## src/rtl/seg_scan_decoder.sv

```systemverilog
// Recovers the digits shown on a multiplexed active-low 7-segment display by sampling its cathode/anode lines.
// Optional macro SEG_ERR_COUNT_EN enables the saturating ERR_COUNT error counter (tied to 0 otherwise).
module seg_scan_decoder #(
  parameter int unsigned STABLE_CYCLES = 16,
  parameter int unsigned NUM_DIGITS    = 4
) (
  input  logic                    CLK100MHZ,
  input  logic                    RESET_BTN,
  input  logic [7:0]              SevenSegment,
  input  logic [7:0]              SegmentDrivers,
  output logic [4*NUM_DIGITS-1:0] DIGITS,
  output logic [NUM_DIGITS-1:0]   DP_OUT,
  output logic                    FRAME_VALID,
  output logic                    PATTERN_ERR,
  output logic [7:0]              ERR_COUNT
);

  localparam int unsigned CNT_W = 8;
  localparam int unsigned DIG_W = 4 * NUM_DIGITS;
  localparam logic [CNT_W-1:0] CNT_MAX = CNT_W'(STABLE_CYCLES - 1);

  typedef enum logic [1:0] {
    S_WAIT    = 2'd0,
    S_CAPTURE = 2'd1,
    S_HOLD    = 2'd2
  } state_t;

  state_t state, next_state;

  logic [7:0]       seg_q, an_q, seg_prev, an_prev;
  logic [CNT_W-1:0] stab_cnt;
  logic [DIG_W-1:0] shadow_dig;
  logic [NUM_DIGITS-1:0] shadow_dp, cap_mask;

  logic       same_c, capture_c;
  logic [7:0] an_low_c;
  logic [2:0] an_idx_c;
  logic       an_blank_c, an_onehot_c, an_ok_c;
  logic [3:0] seg_nib_c;
  logic       seg_bad_c;
  logic       cap_en_c, an_err_c, seg_err_c, err_evt_c;
  logic       frame_full_c;

  assign same_c       = (seg_q == seg_prev) && (an_q == an_prev);
  assign frame_full_c = &cap_mask;

  // Input sampling, one-sample history and stability counter
  always_ff @(posedge CLK100MHZ) begin
    if (!RESET_BTN) begin
      seg_q    <= 8'd0;
      an_q     <= 8'd0;
      seg_prev <= 8'd0;
      an_prev  <= 8'd0;
      stab_cnt <= '0;
    end else begin
      seg_q    <= SevenSegment;
      an_q     <= SegmentDrivers;
      seg_prev <= seg_q;
      an_prev  <= an_q;
      if (!same_c)
        stab_cnt <= '0;
      else if (stab_cnt != CNT_MAX)
        stab_cnt <= stab_cnt + CNT_W'(1);
    end
  end

  always_ff @(posedge CLK100MHZ) begin
    if (!RESET_BTN) state <= S_WAIT;
    else            state <= next_state;
  end

  // Dwell FSM; a change seen during CAPTURE restarts counting instead of waiting in HOLD
  always_comb begin
    next_state = state;
    capture_c  = 1'b0;
    case (state)
      S_WAIT: begin
        if (same_c && (stab_cnt == CNT_MAX)) next_state = S_CAPTURE;
      end
      S_CAPTURE: begin
        capture_c  = 1'b1;
        next_state = same_c ? S_HOLD : S_WAIT;
      end
      S_HOLD: begin
        if (!same_c) next_state = S_WAIT;
      end
      default: next_state = S_WAIT;
    endcase
  end

  // Anode and segment decode of the stable sample (held in the history register during CAPTURE)
  always_comb begin
    an_low_c    = ~an_prev;
    an_blank_c  = (an_prev == 8'hFF);
    an_onehot_c = (an_low_c != 8'd0) && ((an_low_c & (an_low_c - 8'd1)) == 8'd0);
    an_idx_c    = 3'd0;
    for (int i = 0; i < 8; i++) begin
      if (an_low_c[i]) an_idx_c = 3'(i);
    end
    an_ok_c = an_onehot_c && (32'(an_idx_c) < NUM_DIGITS);

    seg_bad_c = 1'b0;
    case (seg_prev[6:0])
      7'h40:   seg_nib_c = 4'h0;
      7'h79:   seg_nib_c = 4'h1;
      7'h24:   seg_nib_c = 4'h2;
      7'h30:   seg_nib_c = 4'h3;
      7'h19:   seg_nib_c = 4'h4;
      7'h12:   seg_nib_c = 4'h5;
      7'h02:   seg_nib_c = 4'h6;
      7'h78:   seg_nib_c = 4'h7;
      7'h00:   seg_nib_c = 4'h8;
      7'h10:   seg_nib_c = 4'h9;
      7'h7F:   seg_nib_c = 4'hF;
      default: begin
        seg_nib_c = 4'hE;
        seg_bad_c = 1'b1;
      end
    endcase

    cap_en_c  = capture_c && !an_blank_c && an_ok_c;
    an_err_c  = capture_c && !an_blank_c && !an_ok_c;
    seg_err_c = cap_en_c && seg_bad_c;
    err_evt_c = an_err_c || seg_err_c;
  end

  // Shadow slots, capture mask and frame publication
  always_ff @(posedge CLK100MHZ) begin
    if (!RESET_BTN) begin
      shadow_dig  <= '0;
      shadow_dp   <= '0;
      cap_mask    <= '0;
      DIGITS      <= '0;
      DP_OUT      <= '0;
      FRAME_VALID <= 1'b0;
      PATTERN_ERR <= 1'b0;
    end else begin
      FRAME_VALID <= frame_full_c;
      if (frame_full_c) begin
        DIGITS <= shadow_dig;
        DP_OUT <= shadow_dp;
      end
      for (int p = 0; p < int'(NUM_DIGITS); p++) begin
        if (cap_en_c && (an_idx_c == 3'(p))) begin
          shadow_dig[4*p +: 4] <= seg_nib_c;
          shadow_dp[p]         <= ~seg_prev[7];
          cap_mask[p]          <= 1'b1;
        end else if (frame_full_c) begin
          cap_mask[p] <= 1'b0;
        end
      end
      if (err_evt_c) PATTERN_ERR <= 1'b1;
    end
  end

`ifdef SEG_ERR_COUNT_EN
  // Saturating count of segment and anode error events
  always_ff @(posedge CLK100MHZ) begin
    if (!RESET_BTN)
      ERR_COUNT <= 8'd0;
    else if (err_evt_c && (ERR_COUNT != 8'hFF))
      ERR_COUNT <= ERR_COUNT + 8'd1;
  end
`else
  assign ERR_COUNT = 8'd0;
`endif

endmodule
```

## config.mk

```make
export PLATFORM = sky130hd
export DESIGN_NAME = seg_scan_decoder
export DESIGN_NICKNAME = d
export VERILOG_FILES = /design/src/rtl/seg_scan_decoder.sv
export SDC_FILE = /design/constraint.sdc
export NUM_CORES = 1
export LEC_CHECK = 0
export CAP_MARGIN = 20
export CORE_UTILIZATION = 43
export CTS_CLUSTER_DIAMETER = 200
export DETAILED_ROUTE_END_ITERATION = 12
export PLACE_DENSITY = 0.69
export SLEW_MARGIN = 30
export SYNTH_ARGS = -nofsm -noshare
export SYNTH_HDL_FRONTEND = slang
export SYNTH_SLANG_ARGS = --single-unit
export TNS_END_PERCENT = 100
```

## constraint.sdc

```tcl
create_clock -name CLK100MHZ -period 2.25 [get_ports CLK100MHZ]
set_clock_uncertainty 0.1 [all_clocks]
set_input_delay 0.45 -clock CLK100MHZ [delete_from_list [all_inputs] [get_ports CLK100MHZ]]
set_output_delay 0.45 -clock CLK100MHZ [all_outputs]
set_load 0.1 [all_outputs]
```

Word level (Yosys, flattened, before mapping)
Index checks and enable logic that the tools add are counted.
{ "classes": {"addsub": 2, "n_lt_le_gt_ge": 1, "n_eq_ne": 22, "n_mux": 19, "n_bitwise": 3, "reduce_logical": 28} }
{ "op_table": {"columns": ["op", "n"], "rows": [
  ["4-bit one-hot mux with 11 select lines", 1],
  ["7-bit == test (second input constant)", 4],
  ["7-bit by 5-bit == test with 1-bit output (second input constant)", 3],
  ["3-bit two-way mux", 6],
  ["8-bit == test", 2],
  ["7-bit by 6-bit == test with 1-bit output (second input constant)", 2],
  ["1-bit logical AND", 12],
  ["11-bit OR reduction", 1],
  ["8-bit by 1-bit adder with 8-bit output (second input constant)", 1],
  ["8-bit bitwise AND", 1],
  ["8-bit by 4-bit == test with 1-bit output (second input constant)", 1],
  ["8-bit == test (second input constant)", 1],
  ["8-bit logical NOT", 1],
  ["1-bit two-way mux", 8],
  ["8-bit by 4-bit != test with 1-bit output (second input constant)", 1],
  ["8-bit NOT", 1],
  ["2-bit nonzero test", 4],
  ["8-bit nonzero test", 1],
  ["8-bit by 1-bit subtractor with 8-bit output (second input constant)", 1],
  ["7-bit by 2-bit == test with 1-bit output (second input constant)", 1],
  ["7-bit logical NOT", 1],
  ["3-bit by 2-bit == test with 1-bit output (second input constant)", 2],
  ["2-bit two-way mux", 3],
  ["2-bit one-hot mux with 3 select lines", 1],
  ["other kinds (12)", 15]
]} }
{ "totals": {"reg_bits": 88, "input_bits": 18, "out_inout_bits": 30, "word_cells": 97} }

Depth between registers and ports, before layout
{ "depth": {"word_depth": 13, "mapped_depth": 7, "ltp_nobuf": 6} }

Worst setup path before layout
Ideal clock, no wire load.
{ "synth_timing": {"path_kind": "reg2reg", "from": "register seg_prev[0]", "to": "register shadow_dig[10]", "setup_time_ns": 0.150, "arrival_time_ns": 1.738, "required_time_ns": 2.000, "setup_slack_ns": 0.262, "path_stages_with_launch": 7, "n_path_buf": 1, "period_less_slack_ns": 1.988, "path_cell_list": "dfxtp_1 buf_6 or3b_4 a2111oi_4 nor4_2 nor4_2 a21oi_1"} }
{ "synth_between": {"elab_chain_len": 2, "word_cells_on_any_way": 12, "cone_classes": "eq/ne (10); mux (1); reduce/logical (1)"} }
{ "synth_rtl": {"columns": ["element", "line_no", "source"], "rows": [
  ["from (decl)", "30", "logic [7:0] seg_q, an_q, seg_prev, an_prev;"],
  ["from (signal assigned)", "58", "seg_prev <= seg_q;"],
  ["7-bit == test, or another cell as far along", "103", "case (seg_prev[6:0])"],
  ["4-bit one-hot mux with 11 select lines *", "103", null],
  ["to (signal, indexed assignment)", "145", "shadow_dig[4*p +: 4] <= seg_nib_c;"],
  ["to (decl)", "32", "logic [DIG_W-1:0] shadow_dig;"]
]} }
Every way passes the cells marked *; elsewhere a longest branch is shown, timed or not.
A chain may end at the register's enable or synchronous reset.

Worst setup path after layout
{ "layout_timing": {"from": "register seg_prev[1]", "to": "register shadow_dig[10]"} }
Same word-level chain as after synthesis.

==> metrics.txt <==
I/O Buffers=39; core area=0.00789 mm^2; top layer in use=met4; Initial Util=45.4%; ANT nets after route=0; CTS H-tree depth=3; Worst Path Max Fanout=10; FF+latch count, synth=88; dominant synthesized flop cell=dfxtp_1; CP Capture Type=flip-flop; WL per Instance=12.2 um; Worst-Skew Late Latency=350 ps; CTS sink cnt=88; fin area=0.00421 mm^2; Placer Congestion=0.877; Tcrit/Tclk final=93.8%; number of global-route vias before repair=2413; # placed instances=517; clock slew at reported path FFs=80 ps; Seq/Total Area, Yosys=49.2%; layout overhead on the synthesized area=17.5%; row cnt=32; drt pass-1 iters=4; Max Clock Freq=474 MHz; Synth Warn #=0; vias per std cell=4.98; run status=completed; Post-synth EDFFs=0; ant diodes=0; post-CTS sizing=0; P per Cell Area=720 mW/mm^2; Layout Cells excl Fill=534; CTS buffer count=9; Synth Instances=389; mapped cell area=0.00358 mm^2; hpwl dp=4740 um; Die W=93.3 um; via count=2660; Synth async-reset ratio=0%; initial DRC count=145; endpoints failing setup=0; hold buffers post-CTS=0; DR WL met3=292 um; Arr. time, crit path=2260 ps; met1 WL=3120 um; Clock Tree Buf Depth=2; RSZ-0062 raised after global routing=no; VDD IR max=0.285 mV; full die area=0.00870 mm^2; worst slew margin relative to its limit=53.0%; Total GRT Usage=16.6%; Distinct cells, synth=49; initial antenna violation count=0; worst slew pin tran=705 ps; # IOs=48; nets=446; Worst Hold Class=flip-flop to flip-flop; first-pass GRT wire length=11100 um; Max Cap Viol=0; WL final=6490 um; fin. max-slew vios=0; grt ovf=0; Die H=93.3 um; CP required=2400 ps; most frequent cells in the layout=dfxtp_1 (88), nand2_1 (56), and2_1 (34), buf_4 (34), a21oi_1 (22); fin crit period=2110 ps; met2 wire len=2950 um; CTS tree=yes; largest net degree at the start of global routing=24; crit path launch type=flip-flop; start-to-end type of the worst setup path=flip-flop to flip-flop; Post-Place Cell Area=0.00398 mm^2; root buf cell=clkbuf_8; layout cells sized above 1=13.4%; commonest non-fill, non-tap cell in the layout=dfxtp_1; Hold Violations, Final=0; Mapped Avg Cell Area=9.21 um^2; Hold Slack=362 ps; setup_tns=0 ps; Leakage Power=0.00159 uW; DRC errors left=0
-- through the flow --
step | total power (uW) | setup slack [ps] | utilization [%]
2_1_floorplan | 1830 | 262 | -
3_3_place_gp | 1860 | 160 | 50.5
3_5_place_dp | 1870 | 138 | 50.5
4_1_cts | 3050 | 123 | 53.3
5_1_grt | 3160 | 14.8 | 53.4
6_report | 3030 | 139 | 53.4
-- routing by layer --
layer	vias up	track usage (%)
met5	-	0
met4	0	6.67
met3	12	5.45
met2	60	26.4
met1	1199	20.6
li1	1389	-
-- critical path: stages (launching register included) --
cell,delay [ps]
dfxtp_1,490
or3b_4,430
a2111oi_4,330
nor4_2,120
nor4_2,290
buf_4,170
a21oi_1,60
-- registers in the layout, indices dropped and copies added, names as in the netlist --
signal	flops
DIGITS	16
shadow_dig	16
an_prev	8
an_q	8
seg_prev	8
seg_q	8
stab_cnt	8
DP_OUT	4
cap_mask	4
shadow_dp	4
state	2
FRAME_VALID	1
PATTERN_ERR	1
-- synth_stat cells, types with 2 or more instances --
cell type / instances / area share [%]
and2_1: 34 / 5.9
nor2_1: 12 / 1.3
o21a_1: 3 / 0.63
o22ai_1: 4 / 0.70
and3_1: 2 / 0.35
nand4_1: 8 / 1.4
a21oi_1: 22 / 3.1
inv_1: 2 / 0.21
o211a_1: 4 / 1.1
and4_1: 2 / 0.49
buf_2: 3 / 0.42
xnor2_1: 19 / 4.6
buf_6: 2 / 0.63
or3_1: 3 / 0.52
nor4_1: 6 / 1.0
nor2b_1: 9 / 1.6
mux2i_1: 3 / 0.84
dfxtp_1: 88 / 49
buf_4: 9 / 1.9
clkbuf_1: 17 / 1.8
a21boi_0: 20 / 4.2
xor2_1: 5 / 1.2
nand2_1: 56 / 5.9
nor3_1: 8 / 1.1
nand3_1: 9 / 1.3
nand2b_1: 4 / 0.70
nor4_2: 2 / 0.70
o21ai_0: 12 / 1.7
-- layout make-up --
class                   instances  area [um^2]
flip-flops and latches         88         1760
clock buffers                  11          141
well taps                     102          128
clock inverters                 5         80.1
repair buffers                 51          420
multi-input cells             275         1670
inverters                       2         7.51
fillers                       711         3680
-- cell families (layout without fill, tap and decap cells) --
kind of cell    Yosys count  count (layout)  share of synthesized area [%]
simple gates            166             166                           25.0
flops                    88              88                           49.2
compound gates           73              73                           13.8
buf+inv                  33              69                           4.92
xor+xnor                 24              24                           5.87
mux                       3               3                          0.838
fa+ha+maj                 1               1                          0.349
other cells               1               8                          0.105
-- power by group --
part | internal, uW | switching, uW
Combinational | 92.8 | 125
Clock | 654 | 545
Sequential | 1580 | 31.7
Total | 2330 | 701
-- repair_timing --
item,in CTS,in global routing
endpoints found under the hold margin,0,0
endpoints found under the setup margin,0,4
buffers inserted,0,1
-- final timing paths --
path | from | end | slack, ps | depth (start not counted)
max | seg_prev[1]$_SDFF_PN0_ | shadow_dig[10]$_SDFFE_PN0P_ | 140 | 6
min | shadow_dp[0]$_SDFFE_PN0P_ | DP_OUT[0]$_SDFFE_PN0P_ | 360 | 2
max reg2reg | seg_prev[1]$_SDFF_PN0_ | shadow_dig[10]$_SDFFE_PN0P_ | 140 | 6
min reg2reg | shadow_dp[0]$_SDFFE_PN0P_ | DP_OUT[0]$_SDFFE_PN0P_ | 360 | 2
No activity file was read; power rests on OpenSTA's default activity.
